==> src/rtl/hacd_pkg.sv <==
// Shared HACD types: AXI write channel bundles, write-arbiter FSM states and requester indices.
package hacd_pkg;

  localparam int AXI_ADDR_W = 32;
  localparam int AXI_DATA_W = 32;
  localparam int AXI_STRB_W = AXI_DATA_W / 8;

  localparam int REQ_PGWR = 0;
  localparam int REQ_CWB  = 1;

  typedef enum logic [1:0] {
    IDLE,
    ADDR,
    DATA
  } wr_arb_state_t;

  typedef struct packed {
    logic [AXI_ADDR_W-1:0] awaddr;
    logic                  awvalid;
    logic [AXI_DATA_W-1:0] wdata;
    logic [AXI_STRB_W-1:0] wstrb;
    logic                  wvalid;
  } axi_wr_reqpkt_t;

  typedef struct packed {
    logic awready;
    logic wready;
  } axi_wr_rdypkt_t;

  typedef struct packed {
    logic       bvalid;
    logic [1:0] bresp;
  } axi_wr_resppkt_t;

  // Index width that stays legal for a single requester.
  function automatic int idx_width(input int n);
    return (n > 1) ? $clog2(n) : 1;
  endfunction

endpackage

==> src/rtl/hawk_wr_arb_idfifo.sv <==
// In-order FIFO holding the requester index of every issued AW until its B response returns.
module hawk_wr_arb_idfifo #(
  parameter int WIDTH = 1,
  parameter int DEPTH = 8
) (
  input  logic                   clk_i,
  input  logic                   rst_ni,
  input  logic                   push_i,
  input  logic [WIDTH-1:0]       din_i,
  input  logic                   pop_i,
  output logic [WIDTH-1:0]       dout_o,
  output logic                   full_o,
  output logic                   empty_o,
  output logic [$clog2(DEPTH):0] count_o
);

  localparam int PTR_W = (DEPTH > 1) ? $clog2(DEPTH) : 1;
  localparam int CNT_W = $clog2(DEPTH) + 1;

  logic [WIDTH-1:0] mem_q [DEPTH];
  logic [PTR_W-1:0] wr_ptr_q, rd_ptr_q;
  logic [CNT_W-1:0] count_q;
  logic             do_push, do_pop;

  function automatic logic [PTR_W-1:0] ptr_inc(input logic [PTR_W-1:0] p);
    return (p == PTR_W'(DEPTH - 1)) ? '0 : p + PTR_W'(1);
  endfunction

  assign full_o  = (count_q == CNT_W'(DEPTH));
  assign empty_o = (count_q == '0);
  assign count_o = count_q;
  assign dout_o  = mem_q[rd_ptr_q];
  assign do_push = push_i && !full_o;
  assign do_pop  = pop_i && !empty_o;

  always_ff @(posedge clk_i) begin
    if (do_push) mem_q[wr_ptr_q] <= din_i;
  end

  always_ff @(posedge clk_i or negedge rst_ni) begin
    if (!rst_ni) begin
      wr_ptr_q <= '0;
      rd_ptr_q <= '0;
      count_q  <= '0;
    end else begin
      if (do_push) wr_ptr_q <= ptr_inc(wr_ptr_q);
      if (do_pop)  rd_ptr_q <= ptr_inc(rd_ptr_q);
      count_q <= count_q + CNT_W'(do_push) - CNT_W'(do_pop);
    end
  end

endmodule

==> src/rtl/hawk_wr_arbiter.sv <==
// Shares the HAWK AXI write master among NUM_REQ requesters, keeping AW+W atomic and routing B in order.
// Build option: HAWK_WR_ARB_FIXED_PRIO_EN selects fixed lowest-index priority instead of round-robin.
module hawk_wr_arbiter
  import hacd_pkg::*;
#(
  parameter int NUM_REQ    = 2,
  parameter int RESP_DEPTH = 8
) (
  input  logic                        clk_i,
  input  logic                        rst_ni,
  input  logic [NUM_REQ-1:0]          req_i,
  input  axi_wr_reqpkt_t              req_wr_i   [NUM_REQ],
  output axi_wr_rdypkt_t              req_rdy_o  [NUM_REQ],
  output axi_wr_resppkt_t             req_resp_o [NUM_REQ],
  output axi_wr_reqpkt_t              m_wr_o,
  input  axi_wr_rdypkt_t              m_rdy_i,
  input  axi_wr_resppkt_t             m_resp_i,
  output logic [NUM_REQ-1:0]          grant_o,
  output logic [$clog2(RESP_DEPTH):0] outstanding_o,
  output logic                        err_o
);

  localparam int IDX_W = idx_width(NUM_REQ);

  wr_arb_state_t    state_q, state_d;
  logic [IDX_W-1:0] owner_q, owner_d, sel_idx, head_idx;
  logic [NUM_REQ-1:0] grant_q, grant_d;
  logic             sel_found, fifo_full, fifo_empty, push, pop, w_hs, err_q;
  axi_wr_reqpkt_t   own_wr;

  assign own_wr = req_wr_i[owner_q];
  assign push   = (state_q == ADDR) && own_wr.awvalid && m_rdy_i.awready && !fifo_full;
  assign w_hs   = (state_q == DATA) && own_wr.wvalid && m_rdy_i.wready;
  assign pop    = m_resp_i.bvalid && !fifo_empty;

`ifdef HAWK_WR_ARB_FIXED_PRIO_EN
  always_comb begin
    sel_idx   = '0;
    sel_found = 1'b0;
    for (int i = NUM_REQ - 1; i >= 0; i--) begin
      if (req_i[i]) begin
        sel_found = 1'b1;
        sel_idx   = IDX_W'(i);
      end
    end
  end
`else
  logic [IDX_W-1:0] rr_ptr_q, rr_ptr_d, cand;
  logic [IDX_W:0]   cand_sum;

  // Search starts at rr_ptr and wraps; sums stay below 2*NUM_REQ so one subtract suffices.
  always_comb begin
    sel_idx   = '0;
    sel_found = 1'b0;
    cand_sum  = '0;
    cand      = '0;
    for (int i = 0; i < NUM_REQ; i++) begin
      cand_sum = {1'b0, rr_ptr_q} + (IDX_W + 1)'(i);
      if (cand_sum >= (IDX_W + 1)'(NUM_REQ)) cand_sum = cand_sum - (IDX_W + 1)'(NUM_REQ);
      cand = cand_sum[IDX_W-1:0];
      if (!sel_found && req_i[cand]) begin
        sel_found = 1'b1;
        sel_idx   = cand;
      end
    end
  end

  always_comb begin
    rr_ptr_d = rr_ptr_q;
    if (w_hs) rr_ptr_d = (owner_q == IDX_W'(NUM_REQ - 1)) ? '0 : owner_q + IDX_W'(1);
  end

  always_ff @(posedge clk_i or negedge rst_ni) begin
    if (!rst_ni) rr_ptr_q <= '0;
    else         rr_ptr_q <= rr_ptr_d;
  end
`endif

  always_comb begin
    state_d = state_q;
    owner_d = owner_q;
    grant_d = grant_q;
    case (state_q)
      IDLE: begin
        if (sel_found) begin
          owner_d = sel_idx;
          grant_d = NUM_REQ'(1) << sel_idx;
          state_d = ADDR;
        end
      end
      ADDR: begin
        if (push) begin
          state_d = DATA;
        end else if (!req_i[owner_q] && !own_wr.awvalid) begin
          state_d = IDLE;
          grant_d = '0;
        end
      end
      DATA: begin
        if (w_hs) begin
          state_d = IDLE;
          grant_d = '0;
        end
      end
      default: begin
        state_d = IDLE;
        grant_d = '0;
      end
    endcase
  end

  always_ff @(posedge clk_i or negedge rst_ni) begin
    if (!rst_ni) begin
      state_q <= IDLE;
      owner_q <= '0;
      grant_q <= '0;
    end else begin
      state_q <= state_d;
      owner_q <= owner_d;
      grant_q <= grant_d;
    end
  end

  // Channel muxing is purely combinational; only the owner ever sees a ready.
  always_comb begin
    m_wr_o = '0;
    for (int i = 0; i < NUM_REQ; i++) begin
      req_rdy_o[i]  = '0;
      req_resp_o[i] = '0;
    end
    case (state_q)
      ADDR: begin
        m_wr_o         = own_wr;
        m_wr_o.awvalid = own_wr.awvalid && !fifo_full;
        m_wr_o.wvalid  = 1'b0;
        req_rdy_o[owner_q].awready = m_rdy_i.awready && !fifo_full;
      end
      DATA: begin
        m_wr_o         = own_wr;
        m_wr_o.awvalid = 1'b0;
        req_rdy_o[owner_q].wready = m_rdy_i.wready;
      end
      default: ;
    endcase
    if (pop) begin
      req_resp_o[head_idx].bvalid = 1'b1;
      req_resp_o[head_idx].bresp  = m_resp_i.bresp;
    end
  end

  always_ff @(posedge clk_i or negedge rst_ni) begin
    if (!rst_ni) err_q <= 1'b0;
    else if (m_resp_i.bvalid && (fifo_empty || (m_resp_i.bresp != 2'b00))) err_q <= 1'b1;
  end

  hawk_wr_arb_idfifo #(
    .WIDTH (IDX_W),
    .DEPTH (RESP_DEPTH)
  ) u_idfifo (
    .clk_i   (clk_i),
    .rst_ni  (rst_ni),
    .push_i  (push),
    .din_i   (owner_q),
    .pop_i   (pop),
    .dout_o  (head_idx),
    .full_o  (fifo_full),
    .empty_o (fifo_empty),
    .count_o (outstanding_o)
  );

  assign grant_o = grant_q;
  assign err_o   = err_q;

endmodule

==> config.mk <==
export PLATFORM = sky130hd
export DESIGN_NAME = hawk_wr_arbiter
export DESIGN_NICKNAME = d
export VERILOG_FILES = /design/src/rtl/hacd_pkg.sv /design/src/rtl/hawk_wr_arb_idfifo.sv /design/src/rtl/hawk_wr_arbiter.sv
export SDC_FILE = /design/constraint.sdc
export NUM_CORES = 1
export LEC_CHECK = 0
export CAP_MARGIN = 20
export CORE_MARGIN = 10
export CORE_UTILIZATION = 28
export CTS_BUF_LIST = sky130_fd_sc_hd__clkbuf_8
export DETAILED_ROUTE_END_ITERATION = 7
export GPL_TIMING_DRIVEN = 0
export PLACE_DENSITY = 0.76
export SLEW_MARGIN = 10
export SYNTH_ARGS = -nofsm -noshare
export SYNTH_HDL_FRONTEND = slang
export SYNTH_HIERARCHICAL = 1
export SYNTH_SLANG_ARGS = --single-unit
export TNS_END_PERCENT = 30
==> constraint.sdc <==
create_clock -name clk_i -period 2.5 [get_ports clk_i]
set_input_delay 0.5 -clock clk_i [delete_from_list [all_inputs] [get_ports clk_i]]
set_output_delay 0.5 -clock clk_i [all_outputs]
set_load 0.01 [all_outputs]
### Yosys cells after proc, flatten, opt, wreduce, memory -nomap -nowiden

Memories as Yosys holds them, arrays and structs flattened.
Index checks and enable logic that the tools add are counted.
Widths: inputs -> output; s select.

| operators by class | value |
|---|---|
| shifts and indexed selects | 1 |
| muxes and demuxes | 40 |
| eq/ne operators | 10 |
| order comparisons | 9 |
| add/subtract/negate cells | 8 |
| $mul | 0 |
| div/mod/pow operators | 0 |
| reductions and logical operators | 27 |
| bitwise operators | 4 |

Operators by type and width:

| kind | number |
|---|---|
| $mux 70 | 3 |
| $pmux 70 s2 | 1 |
| $mux 1 | 16 |
| $mux 2 | 8 |
| $logic_and 1x1->1 | 15 |
| $pmux 2 s3 | 2 |
| $mux 3 | 3 |
| $and 4x4->4 | 2 |
| $pmux 4 s2 | 1 |
| $add 3x1->3 const B | 2 |
| $bwmux 6 | 1 |
| $demux 3 s1 | 2 |
| $eq 3x3->1 const B | 2 |
| $ge 2x2->1 const B | 3 |
| $lt 1x2->1 const B | 3 |
| $mux 6 | 1 |
| $ne 2x2->1 const B | 3 |
| $logic_not 1->1 | 5 |
| $add 4x1->4 | 1 |
| $demux 2 s1 | 2 |
| $eq 4x4->1 const B | 1 |
| $logic_not 4->1 | 1 |
| $lt 2x1->1 const B | 2 |
| $not 1->2 | 2 |
| other kinds (16) | 17 |

| word-level totals | value |
|---|---|
| input port bits | 149 |
| logic and storage cells | 108 |
| bits in latches | 0 |
| memory bits (writable) | 8 |
| memories kept | 1 |
| flip-flop bits (word level) | 17 |
| output and inout port bits | 87 |
| ROM bits | 0 |

Memories:

| name | depth | bits a word | read ports | clocked after memory_dff | write ports | RTL line | source |
|---|---|---|---|---|---|---|---|
| u_idfifo.mem_q | 8 | 1 | 1 | 0 | 1 | hawk_wr_arb_idfifo.sv:20 | `logic [WIDTH-1:0] mem_q [DEPTH];` |

### Longest topological paths before layout

| depth | value |
|---|---|
| depth after elaboration | 11 |
| gate-level depth with buffers | 12 |
| gate-level depth less buffers | 12 |

### By module

The synthesis kept the hierarchy.

By module, submodules not included:

| module | instances | area each (um^2) | cells each |
|---|---|---|---|
| hawk_wr_arbiter | 1 | 1536.5 | 209 |
| hawk_wr_arb_idfifo | 1 | 934.6 | 70 |

### Least setup slack after synthesis

No wires, ideal clock.

| timing path | value |
|---|---|
| kind | flip-flop to flip-flop |
| start | register u_idfifo.count_q[2], in the netlist u_idfifo/count_o[2] |
| end | register u_idfifo.count_q[2], in the netlist u_idfifo/count_o[2] |
| arrival time | 2.367 ns |
| setup slack | 0.011 ns |
| stages on the path, launching flop included | 13 |
| required time | 2.377 ns |
| path buffers | 0 |
| path through | dfrtp_1 -> inv_1 -> ha_1 -> or3b_4 -> inv_1 -> nor3_2 -> nand2_2 -> ha_1 -> inv_1 -> ha_1 -> inv_1 -> fa_1 -> xnor2_1 |

| on the way | value |
|---|---|
| longest elaborated chain between the ends | 6 |

RTL lines:

| item | RTL line | source |
|---|---|---|
| start, declared | hawk_wr_arb_idfifo.sv:22 | `logic [CNT_W-1:0] count_q;` |
| start signal, assigned | hawk_wr_arb_idfifo.sv:48 | `count_q <= count_q + CNT_W'(do_push) - CNT_W'(do_pop);` |
| $eq 4x4->1 | hawk_wr_arb_idfifo.sv:29 | `assign full_o = (count_q == CNT_W'(DEPTH));` |
| via fifo_full | hawk_wr_arbiter.sv:28 | `logic sel_found, fifo_full, fifo_empty, push, pop, w_hs, err_q;` |
| $logic_not 1->1 | hawk_wr_arbiter.sv:32 | `assign push = (state_q == ADDR) && own_wr.awvalid && m_rdy_i.awready && !fifo_full;` |
| $logic_and 1x1->1 | hawk_wr_arbiter.sv:32 |  |
| via push | hawk_wr_arbiter.sv:28 |  |
| $logic_and 1x1->1 | hawk_wr_arb_idfifo.sv:33 | `assign do_push = push_i && !full_o;` |
| $add 4x1->4 | hawk_wr_arb_idfifo.sv:48 |  |
| $sub 4x1->4 | hawk_wr_arb_idfifo.sv:48 |  |

The timed path passes the listed nets, and every way through them passes these cells.
A chain may end at the register's enable or synchronous reset.

==> impl_summary.txt <==
----------------------------------------------------
[Global routing]
  Wire length of the first global-routing pass ... ~18000 um
  Grt ovf ... 0
  Vias in the first global route ... between 3000 and 4000
  Pin count of the biggest net entering global routing ... 18
  Antenna violations before repair ... 0
  Global-route total usage across every layer ... between 10% and 20%

[Timing]
  Clock Skews ... 0.00246 ns
  Relative slew margins ... 46.7%
  F_max ... 0.413 GHz
  Slew of the pin with the lowest slew margin ... 0.797 ns
  Final Cycle Share ... 96.7%
  RSZ-0062 raised after global routing ... true
  Count of endpoints failing hold in the final timing report ... 0
  Max-slew violations ... 0
  Final setup TNS ... 0 ns
  Final setup violation count ... 0
  Fin crit period ... approximately 2.4 ns

[Cells and area]
  Final layout net count ... 690
  Area occupied by registers ... 668 um2
  Most common library cell in the layout ignoring fill and taps ... sky130_fd_sc_hd__clkdlybuf4s50_1
  Commonest cells after routing, fill and taps aside ... 158 x sky130_fd_sc_hd__clkdlybuf4s50_1, 78 x sky130_fd_sc_hd__nor2_1, 74 x sky130_fd_sc_hd__dlygate4sd2_1
  Layout area overhead ... 108%
  Total area of multi-input combinational cells ... 1780 um2
  Share of post-route cells with drive strength above 1 ... between 10% and 20%
  Antenna diodes ... 0
  Fin util ... 59.5%
  Non-filler cells, final ... 634
  Fill cells ... 764

[Detailed routing]
  Initial DRC Count ... 116
  Count of nets left with antenna violations after detail routing ... 0
  Mean number of vias per cell ... 4.65
  DRC violations left ... 0
  Initial DRT Pass Iterations ... 4
  Wirelength per Cell ... 19.4 um
  Overall via count from detail_route ... around 2900
  Total wire length ... 12300 um

[Min path]
  Min-delay worst type ... reg -> reg

[Critical path]
  Maximum fanout encountered on the critical timing path ... 4
  Required time at the endpoint of the critical path ... approximately 2.0 ns
  Slowest stage cell on the critical path ... sky130_fd_sc_hd__mux4_2
  Largest stage delay on the critical path ... 0.49 ns
  Capturing element type of the critical path ... output port
  WS Path Type ... reg -> out
  Data arrival at the endpoint of the critical path ... 1.92 ns
  Kind of launch point of the worst setup path ... register
  Series of cell instances along the critical path ... mux4_2, mux2_4, and3_1, dlygate4sd2_1

[Clock network]
  Max H-tree Level ... 1
  Clock-pin slew reported for the worst setup and hold paths after clock tree synthesis ... approximately 0.09 ns
  Num CTS Buffers ... 3
  Clk sinks ... 25
  Clock latency of the later-clocked register in the worst-skew pair ... 0.27 ns
  Count of hold-fix buffers inserted at cts ... 0
  Cell at the root of the clock tree ... sky130_fd_sc_hd__clkbuf_8
  CTS max path bufs ... 2
  TritonCTS clock tree ... done

[Yosys]
  Simple logic cell fraction of the synthesized area ... 20.8%
  Count of distinct cell types in the synthesized netlist ... 41
  Dominant combinational cell family by area after synthesis ... multiplexers
  Top cells by area, synth ... sky130_fd_sc_hd__mux2i_1 28%, sky130_fd_sc_hd__dfrtp_1 17%, sky130_fd_sc_hd__nor2_1 12%, sky130_fd_sc_hd__edfxtp_1 9.7%, sky130_fd_sc_hd__ha_1 6.6%
  Warnings from Yosys ... 6
  Area fraction of the dominant cell type after synthesis ... 27.9%
  Mean area per synthesized cell ... 8.86 um2
  Post-synth design cell area ... about 2500 um2
  Synthesized netlist cell count ... 279
  Proportion of synthesized area in mux cells ... between 30% and 40%
  Sequential fraction of the synthesis area ... approximately 27%
  Synthesized net count ... about 440
  #FFs+latches synth ... 25
  Parity-gate share of the synthesized area counting xor and xnor cells ... 0.709%
  Area share of fa/ha/maj cells after synthesis ... 7.39%
  Cell taking the most area after synthesis ... sky130_fd_sc_hd__mux2i_1
  Complex-gate fraction of the synthesized area ... 4.15%

[Floorplan]
  Placement row count ... 34
  Horizontal die dimension ... 114 um
  Placeable core area ... 8640 um2
  Die H ... 114 um
  Die area ... 13000 um2
  Number of ports placed on the die boundary ... between 200 and 250
  Initial core utilization ... 28.6%

[Pwr]
  Switching power as a share of total power ... a little under half
  PD cells ... 1000 nW/um2
  Relative contribution of the clock network to total power ... 4.7%
  NetSw ... around 2.3 mW
  Register share of total power ... 14.7%
  Total leakage power ... 2.57 nW
  IR Drop Worst-Case VDD ... 433 uV
  Internal power ... 2.83 mW
  Final Total Pwr ... 5.15 mW
  Combinational fraction of design power ... 80.6%

[Run]
  Maximum capacitance violations ... 0

[Placement]
  Post-DP HPWL ... 10700 um
  Placed cell count ... around 620
  Gpl congestion ... 0.866
  IO buf count ... 235

[Status]
  Result of the run ... finished clean

----------------------------------------------------
[what timing repair did]
action / CTS / global route
resized for setup: 118 / 12
pin swaps: 2 / 2
endpoints found under the setup margin: 81 / 9
setup buffers: 6 / 2
[logic make-up after synthesis]
family                   after synthesis
adder cells (fa/ha/maj)               14
AO/OA/AOI/OAI                         12
buffers and inverters                 29
AND/OR/NAND/NOR                      115
flip-flops                            25
multiplexers                          82
XOR/XNOR                               2
[path summary, 6_finish.rpt]
check	startpoint	cells after the start	slack, ns	end
max	u_idfifo/rd_ptr_q[0]	4	0.08	req_resp_o[1]
min	err_o	1	0.47	err_o
max reg2reg	u_idfifo/count_o[2]	12	0.11	u_idfifo/count_o[2]
min reg2reg	err_o	1	0.47	err_o
max in group asynchronous	rst_ni	1	1.26	owner_q
min in group asynchronous	rst_ni	1	0.69	u_idfifo/rd_ptr_q[1]
[per-stage QoR]
stage          hold WS (ns)  worst slack [ns]  instance area, um2
2_1_floorplan         0.204            0.0109                2470
3_3_place_gp          0.453            -0.491                4960
3_5_place_dp          0.464            -0.552                4960
4_1_cts               0.485           -0.0451                5110
5_1_grt               0.516           -0.0359                5140
6_report              0.474            0.0814                5140
[synthesized netlist by cell type (all sizes together)]
| library cell | number |
|---|---|
| a21boi | 1 |
| a21o | 2 |
| a21oi | 1 |
| a22o | 1 |
| a31oi | 1 |
| and2 | 4 |
| and3 | 4 |
| buf | 11 |
| clkbuf | 4 |
| dfrtp | 17 |
| edfxtp | 8 |
| fa | 1 |
| ha | 13 |
| inv | 14 |
| mux2 | 11 |
| mux2i | 69 |
| mux4 | 2 |
| nand2 | 7 |
| nand2b | 5 |
| nand3 | 2 |
| nor2 | 78 |
| nor2b | 4 |
| nor3 | 6 |
| nor3b | 1 |
| nor4 | 1 |
| o211a | 1 |
| o21ai | 2 |
| o22ai | 1 |
| o311ai | 1 |
| o31ai | 1 |
| or3 | 1 |
| or3b | 2 |
| xnor2 | 1 |
| xor2 | 1 |
[sequential cells by signal, summed over array words and instances, names as in the netlist]
register and count:
u_idfifo/wr_ptr_q 3, err_o 1, rr_ptr_q 1, state_q 2, u_idfifo/count_o 4, u_idfifo/rd_ptr_q 3, u_idfifo/mem_q 8, owner_q 1
grant_o 2
[power groups by stage]
| stage | logic (mW) | registers (mW) | clock network [mW] |
|---|---|---|---|
| floorplan | 2.13 | 0.733 | 0 |
| global placement | 4.03 | 0.746 | 0 |
| detailed placement | 4.10 | 0.758 | 0 |
| CTS | 4.15 | 0.748 | 0.251 |
| global route | 4.54 | 0.784 | 0.267 |
| finish | 4.15 | 0.758 | 0.243 |
[worst max-delay path, delay by kind of cell, from the launching register on]
kind          cells  cell delay, ns
buf+inv           1            0.28
flops             1            0.41
mux               2            0.80
simple gates      1            0.16
[final cells by class]
cell class,instances,area share [%]
multi-input combinational,225,34.6
buffer,15,2.29
tap,108,2.63
sequential,25,13.0
inverter,14,1.07
clock buffer,3,0.804
clock inverter,1,0.146
timing repair buffer,243,45.4
[routing by layer]
metal	global-route usage, %	part of all wire, %	vias up	wire, um
li1	-	-	1447	-
met1	16.8	34	1382	4190
met2	34.4	55	113	6820
met3	7.87	10	4	1240
met4	2.09	0.50	0	61
met5	0	0	-	0
Note: power is estimated with default switching activity, not from simulation.
